## config.mk

```make
export PLATFORM = sky130hd
export DESIGN_NAME = baccarat_dealer
export DESIGN_NICKNAME = d
export VERILOG_FILES = /design/src/rtl/baccarat_dealer.sv
export SDC_FILE = /design/constraint.sdc
export NUM_CORES = 1
export LEC_CHECK = 0
export BUFFER_PORTS_ARGS = -buffer_cell sky130_fd_sc_hd__buf_2
export CORE_ASPECT_RATIO = 0.75
export CORE_UTILIZATION = 47
export DETAILED_ROUTE_END_ITERATION = 16
export GPL_TIMING_DRIVEN = 0
export PLACE_DENSITY = 0.71
export SLEW_MARGIN = 15
export SYNTH_ARGS = -nofsm -noshare
export SYNTH_HDL_FRONTEND = slang
export SYNTH_SLANG_ARGS = --single-unit
```

## constraint.sdc

```tcl
create_clock -name slow_clock -period 1.3 [get_ports slow_clock]
set_input_delay 0.13 -clock slow_clock [delete_from_list [all_inputs] [get_ports slow_clock]]
set_output_delay 0.13 -clock slow_clock [all_outputs]
set_load 0.03 [all_outputs]
```

## src/rtl/baccarat_dealer.sv

```systemverilog
// Baccarat round sequencer: steps the deal order, applies natural and third-card
// rules, strobes the six card registers one at a time and registers the winner.
module baccarat_dealer #(
  parameter logic [3:0] DRAW_MAX = 4'd5,
  parameter logic [3:0] NAT_MIN  = 4'd8
) (
  input  logic       slow_clock,
  input  logic       reset,
  input  logic       step,
  input  logic [3:0] pscore,
  input  logic [3:0] dscore,
  input  logic [3:0] pcard3,
  output logic       load_pcard1,
  output logic       load_pcard2,
  output logic       load_pcard3,
  output logic       load_dcard1,
  output logic       load_dcard2,
  output logic       load_dcard3,
  output logic [2:0] cards_dealt,
  output logic       player_win,
  output logic       dealer_win,
  output logic       done
);

  localparam logic [3:0] IDLE    = 4'd0;
  localparam logic [3:0] LOAD_P1 = 4'd1;
  localparam logic [3:0] WAIT_D1 = 4'd2;
  localparam logic [3:0] LOAD_D1 = 4'd3;
  localparam logic [3:0] WAIT_P2 = 4'd4;
  localparam logic [3:0] LOAD_P2 = 4'd5;
  localparam logic [3:0] WAIT_D2 = 4'd6;
  localparam logic [3:0] LOAD_D2 = 4'd7;
  localparam logic [3:0] EVAL    = 4'd8;
  localparam logic [3:0] WAIT_P3 = 4'd9;
  localparam logic [3:0] LOAD_P3 = 4'd10;
  localparam logic [3:0] EVAL_D  = 4'd11;
  localparam logic [3:0] WAIT_D3 = 4'd12;
  localparam logic [3:0] LOAD_D3 = 4'd13;
  localparam logic [3:0] RESULT  = 4'd14;
  localparam logic [3:0] DONE    = 4'd15;

  logic [3:0] state_r;
  logic [3:0] next_state_s;
  logic       step_q_r;
  logic       p_drew_r;
  logic       accept_s;
  logic       in_load_s;

  // Banker third-card table; face cards and tens count as zero.
  function automatic logic banker_draws(input logic [3:0] dtot, input logic [3:0] code);
    logic [3:0] v;
    v = (code <= 4'd9) ? code : 4'd0;
    case (dtot)
      4'd0, 4'd1, 4'd2: banker_draws = 1'b1;
      4'd3:             banker_draws = (v != 4'd8);
      4'd4:             banker_draws = (v >= 4'd2) && (v <= 4'd7);
      4'd5:             banker_draws = (v >= 4'd4) && (v <= 4'd7);
      4'd6:             banker_draws = (v >= 4'd6) && (v <= 4'd7);
      default:          banker_draws = 1'b0;
    endcase
  endfunction

  assign accept_s  = step & ~step_q_r;
  assign in_load_s = (state_r == LOAD_P1) || (state_r == LOAD_D1) ||
                     (state_r == LOAD_P2) || (state_r == LOAD_D2) ||
                     (state_r == LOAD_P3) || (state_r == LOAD_D3);

  // Next-state logic; accept only moves IDLE and WAIT states, otherwise it is dropped.
  always_comb begin
    next_state_s = state_r;
    case (state_r)
      IDLE:    next_state_s = accept_s ? LOAD_P1 : IDLE;
      LOAD_P1: next_state_s = WAIT_D1;
      WAIT_D1: next_state_s = accept_s ? LOAD_D1 : WAIT_D1;
      LOAD_D1: next_state_s = WAIT_P2;
      WAIT_P2: next_state_s = accept_s ? LOAD_P2 : WAIT_P2;
      LOAD_P2: next_state_s = WAIT_D2;
      WAIT_D2: next_state_s = accept_s ? LOAD_D2 : WAIT_D2;
      LOAD_D2: next_state_s = EVAL;
      EVAL: begin
        if ((pscore >= NAT_MIN) || (dscore >= NAT_MIN)) begin
          next_state_s = RESULT;
        end else if (pscore <= DRAW_MAX) begin
          next_state_s = WAIT_P3;
        end else if (dscore <= DRAW_MAX) begin
          next_state_s = WAIT_D3;
        end else begin
          next_state_s = RESULT;
        end
      end
      WAIT_P3: next_state_s = accept_s ? LOAD_P3 : WAIT_P3;
      LOAD_P3: next_state_s = EVAL_D;
      // Only reachable after a player draw; p_drew guards against a corrupted path.
      EVAL_D:  next_state_s = (p_drew_r && banker_draws(dscore, pcard3)) ? WAIT_D3 : RESULT;
      WAIT_D3: next_state_s = accept_s ? LOAD_D3 : WAIT_D3;
      LOAD_D3: next_state_s = RESULT;
      RESULT:  next_state_s = DONE;
      DONE:    next_state_s = DONE;
      default: next_state_s = IDLE;
    endcase
  end

  // State, step edge detector and player-draw flag.
  always_ff @(posedge slow_clock or posedge reset) begin
    if (reset) begin
      state_r  <= IDLE;
      step_q_r <= 1'b0;
      p_drew_r <= 1'b0;
    end else begin
      state_r  <= next_state_s;
      step_q_r <= step;
      if ((state_r == EVAL) && (next_state_s == WAIT_P3)) begin
        p_drew_r <= 1'b1;
      end
    end
  end

  // Strobes and done are registered from the next state so they track LOAD/DONE exactly.
  always_ff @(posedge slow_clock or posedge reset) begin
    if (reset) begin
      load_pcard1 <= 1'b0;
      load_dcard1 <= 1'b0;
      load_pcard2 <= 1'b0;
      load_dcard2 <= 1'b0;
      load_pcard3 <= 1'b0;
      load_dcard3 <= 1'b0;
      done        <= 1'b0;
    end else begin
      load_pcard1 <= (next_state_s == LOAD_P1);
      load_dcard1 <= (next_state_s == LOAD_D1);
      load_pcard2 <= (next_state_s == LOAD_P2);
      load_dcard2 <= (next_state_s == LOAD_D2);
      load_pcard3 <= (next_state_s == LOAD_P3);
      load_dcard3 <= (next_state_s == LOAD_D3);
      done        <= (next_state_s == DONE);
    end
  end

  // Card count advances as each LOAD state is left.
  always_ff @(posedge slow_clock or posedge reset) begin
    if (reset) begin
      cards_dealt <= 3'd0;
    end else if (in_load_s) begin
      cards_dealt <= cards_dealt + 3'd1;
    end
  end

  // Winner flags captured on leaving RESULT and held until reset.
  always_ff @(posedge slow_clock or posedge reset) begin
    if (reset) begin
      player_win <= 1'b0;
      dealer_win <= 1'b0;
    end else if (state_r == RESULT) begin
      player_win <= (pscore >= dscore);
      dealer_win <= (dscore >= pscore);
    end
  end

endmodule

```

== Word level (Yosys, flattened, before mapping) ==
Cells that the tools add are included.
Operators by class
  add/sub/neg operators: 1
  $lt $le $gt $ge: 11
  equality and inequality tests: 30
  muxes and demuxes: 14
  bitwise logic cells: 2
  reduce and logical (&&, ||, !) cells: 15
Operators by type and width (count)
  4-bit case mux with 15 select lines: 1
  4-bit equality test, second input constant: 12
  4-bit by 3-bit equality test with 1-bit output, second input constant: 9
  4-bit by 2-bit equality test with 1-bit output, second input constant: 5
  4-bit by 1-bit equality test with 1-bit output, second input constant: 3
  4-bit by 3-bit less-or-equal comparator with 1-bit output, second input constant: 3
  4-bit by 3-bit >= comparator with 1-bit output, second input constant: 2
  4-bit >= comparator: 2
  4-bit >= comparator, second input constant: 2
  4-bit zero test: 2
  1-bit logical OR: 6
  1-bit 2-to-1 mux: 6
  2-bit 2-to-1 mux: 3
  3-bit 2-to-1 mux: 2
  1-bit logical AND: 5
  1-bit case mux with 5 select lines: 1
  4-bit by 2-bit >= comparator with 1-bit output, second input constant: 1
  4-bit less-or-equal comparator, second input constant: 1
  4-bit 2-to-1 mux: 1
  4-bit != test, second input constant: 1
  3-bit by 1-bit adder with 3-bit output, second input constant: 1
  3-bit OR reduction: 1
  2-bit OR reduction: 1
  1-bit bitwise AND: 1
  1-bit inverter: 1
Word-level totals
  flip-flop bits (word level): 18
  input bits: 15
  output and inout port bits: 12
  logic and storage cells: 86

== Depth between registers and ports, before layout ==
  word-level depth: 11
  mapped depth: 6
  mapped depth without buffers: 6

== Least setup slack after synthesis ==
Ideal clock, no wire load.
  kind: register to register
  start: register cards_dealt[0]
  end: register cards_dealt[1]
  library setup time: 0.138 ns
  arrival time: 1.200 ns
  setup slack: -0.038 ns
  stages on the path, launching flop included: 5
  path buffers: 0
  cells stage by stage: dfrtp_1 ha_1 nor3b_1 o21ai_0 o211ai_1
On the way
  word-level cells in the longest chain between the ends: 1
RTL lines
  start, declared: RTL line 19  | output logic [2:0] cards_dealt,
  start signal, assigned: RTL line 144  | cards_dealt <= cards_dealt + 3'd1;
  3-bit by 1-bit adder with 3-bit output: RTL line 144
Every way passes these cells.
A chain may end at the register's enable or synchronous reset.

== Final worst setup path ==
  start: register state_r[2]
  end: register cards_dealt[2]
On the way
  word-level cells in the longest chain between the ends: 6
  elaborated cells on any way between the ends: 11
  those cells by class: eq/ne (6); reduce/logical (5)
RTL lines
  start, declared: RTL line 42  | logic [3:0] state_r;
  start signal, assigned: RTL line 110  | state_r <= next_state_s;
  4-bit by 1-bit equality test with 1-bit output / 4-bit by 2-bit equality test with 1-bit output (equally long branches): RTL line 64  | assign in_load_s = (state_r == LOAD_P1) || (state_r == LOAD_D1) ||
  1-bit logical OR (2 in series): RTL line 64
  1-bit logical OR (2 in series): RTL line 65  | (state_r == LOAD_P2) || (state_r == LOAD_D2) ||
  1-bit logical OR *: RTL line 66  | (state_r == LOAD_P3) || (state_r == LOAD_D3);
Mark *: on every way between the ends. The rest lies on a longest branch, timed or not.

==> results.yml <==
floorplanning:
  io_pins: 27
  core_um2: 1820
  fp-row-count: 13
  die_h_um: 41.0
  start_util_pct: 52.4
  dieArea_um2: 2220
  die_w_um: 54.0
clock_tree:
  cts_max_path_buffers: 2
  h-tree-depth: 1
  cts_tree: "built"
  path_clk_slew_ns: 0.11
  clk_latency_ns: 0.30
  numCtsBuffers: 3
  clkSinkCount: 18
  clock-root-buffer: "clkbuf_4"
placement:
  gp_congestion: 0.784
  dp_hpwl_mm: 1.45
  pre_cts_slack_ns: 0.0154
  portBuffers: 26
outcome:
  outcome: "finished, final reports clean"
synthesis:
  synth-main-ff-cell: "dfrtp_1"
  yosysTopAreaCell: "dfrtp_1"
  synth_cell_types: 38
  synth.top_cell.area_share_pct: 47.2
  synth_nets: 118
  synthTopCellsByCount: "dfrtp_1, nand2_1, nor2_1"
  syn-cell-area_um2: 955
  ys_warn_count: 0
  synthCells: 98
  async_flop_share_pct: 100
  synth_most_common_cell: "dfrtp_1"
  ys_seq_area_share_pct: 47.2
  ys_top_cells_by_area: "dfrtp_1, ha_1, nand2_1"
  syn_avg_cell_area_um2: 9.74
  synth-edff-count: 0
  ys_ff_latch: 18
critical_path:
  required_ns: 1.49
  worstPathArrival_ns: 1.47
  critPathKind: "reg2reg"
  path_cells: "buf_4, nor2b_4, nor3b_2, o21ai_1, xnor2_1"
  critPathCaptureType: "flop"
  worstReg2RegStart: "state_r[2]$_DFF_PP0_"
  setup.worst_path.start: "state_r[2]$_DFF_PP0_"
  crit_fanout: 10
  max_stage_delay_ns: 0.37
  cpMaxStageDelayCell: "dfrtp_1"
  critPathLaunchType: "flop"
  ff2ff_path_depth: 5
global_route:
  grtUsageTotal_pct: 20.6
  antenna_found_initial: 0
  grt_start_max_net_pins: 19
  grt_pass1_wl_mm: 3.13
  grt_overflow: 0
  grt_pass1_vias: 713
layout:
  multi_input_area_um2: 469
  final_core_util_pct: 65.0
  diodes: 0
  syn_to_final_growth_pct: 24.1
  drive_above_1_share_pct: 32.3
  final-seq-area_um2: 453
  n_fill_cell: 165
  final_nets: 151
routing:
  drt_first_iter_violations: 18
  wl_per_cell_um: 13.1
  drtPass1Iterations: 4
  vias: 840
  ant_nets: 0
  drc: 0
  routed_wl_mm: 1.99
  routed_via_density: 5.53
sta:
  setup_viol: 0
  fin_skew_ns: 0.0105
  postLayoutSetupSlackWorst_ns: 0.0183
  fmax_mhz: 780
  tightest_slew_ns: 0.677
  finalWorstPathRequiredPeriod_ns: 1.28
  slew_headroom_pct: 54.8
  report.final.slew_viol_count: 0
  post-route-period-util_pct: 98.6
  hold_viol: 0
  rsz0062_at_grt: "yes"
pwr:
  p_leak_nw: 0.582
  irDropWorstVdd_mv: 1.04
  power_per_cell_area_nw_per_um2: 1850
worst_hold_path:
  min_from: "pscore[3]"
  min_path_cells: 3
  hold_class: "in2reg"
run:
  drv_cap: 0
## flip-flops by register name (all words and copies together) (netlist names)
name         cells
load_dcard1      1
done             1
load_pcard3      1
p_drew_r         1
load_dcard2      1
cards_dealt      3
load_pcard1      1
state_r          4
player_win       1
load_dcard3      1
step_q_r         1
dealer_win       1
load_pcard2      1
## report_power, final
group	switching, W	internal (W)
clock	0.000179	0.000171
sequential	0.000105	0.000717
combinational	0.000630	0.000395
total	0.000914	0.00128
## cells by family (layout without fill, tap and decap cells)
family          after synthesis  count (layout)  share of synthesized area [%]
compound gates               22              22                           16.4
xor+xnor                      2               2                           1.84
fa+ha+maj                     5               5                           6.55
buf+inv                      11              43                           4.98
flops                        18              18                           47.2
simple gates                 40              40                           23.1
## cells in the final DEF (no fill, tap or decap), types with 2 or more instances in the layout
master / count
buf_2: 28
dfrtp_1: 16
nand2_1: 9
inv_1: 7
nor2_1: 7
ha_1: 5
nand3_1: 4
a21oi_1: 3
nor3_1: 3
clkbuf_4: 3
a211o_1: 2
a31oi_1: 2
nand2b_1: 2
o211ai_1: 2
nand4_1: 2
nand2b_2: 2
o21ai_0: 2
o21ai_1: 2
xnor2_1: 2
dfrtp_2: 2
dlygate4sd3_1: 2
## repair_timing
item | CTS | global route
hold buffers | 2 | 0
gates resized for setup | 1 | 5
endpoints found under the setup margin | 1 | 7
buffers inserted | 0 | 0
hold endpoints to repair | 19 | 0
## routing by layer
layer | vias up | track usage, % | share of wire [%]
li1 | 418 | - | -
met1 | 400 | 27.5 | 51
met2 | 20 | 33.0 | 44
met3 | 2 | 6.67 | 4.3
met4 | 0 | 3.85 | 0.40
met5 | - | 0 | 0
## worst max-delay path: cells and delay by family (launching register included)
family	cells	cell delay [ns]
simple gates	2	0.39
compound gates	1	0.11
xor+xnor	1	0.12
buf+inv	1	0.17
flops	1	0.37
## path summary, 6_finish.rpt
kind | endpoint | slack (ns)
min | p_drew_r$_DFFE_PP0P_ | 0.21
max reg2reg | cards_dealt[2]$_DFFE_PP0P_ | 0.02
min reg2reg | cards_dealt[2]$_DFFE_PP0P_ | 0.47
max in group asynchronous | cards_dealt[0]$_DFFE_PP0P_ | 0.35
min in group asynchronous | load_pcard3$_DFF_PP0_ | 0.47
max | cards_dealt[2]$_DFFE_PP0P_ | 0.02
## layout make-up
class | count | area share, %
Multi-Input combinational cell | 69 | 39.6
Inverter | 7 | 2.22
Tap cell | 22 | 2.32
Clock buffer | 4 | 3.06
Timing Repair Buffer | 28 | 12.7
Buffer | 4 | 1.90
Sequential cell | 18 | 38.2
## stage by stage
stage | cell area [µm²] | TNS (ns) | std cells | hold WS, ns | total power [W]
after floorplan | 957 | 0 | 98 | 0.0684 | 0.00156
after global placement | 1110 | 0 | 146 | 0.251 | 0.00179
after detailed placement | 1110 | 0 | 146 | 0.256 | 0.00181
after CTS | 1170 | 0 | 152 | 0.221 | 0.00217
after global routing | 1180 | -0.0585 | 152 | 0.240 | 0.00236
final | 1180 | 0 | 152 | 0.207 | 0.00220
Note: power is estimated with default switching activity, not from simulation.
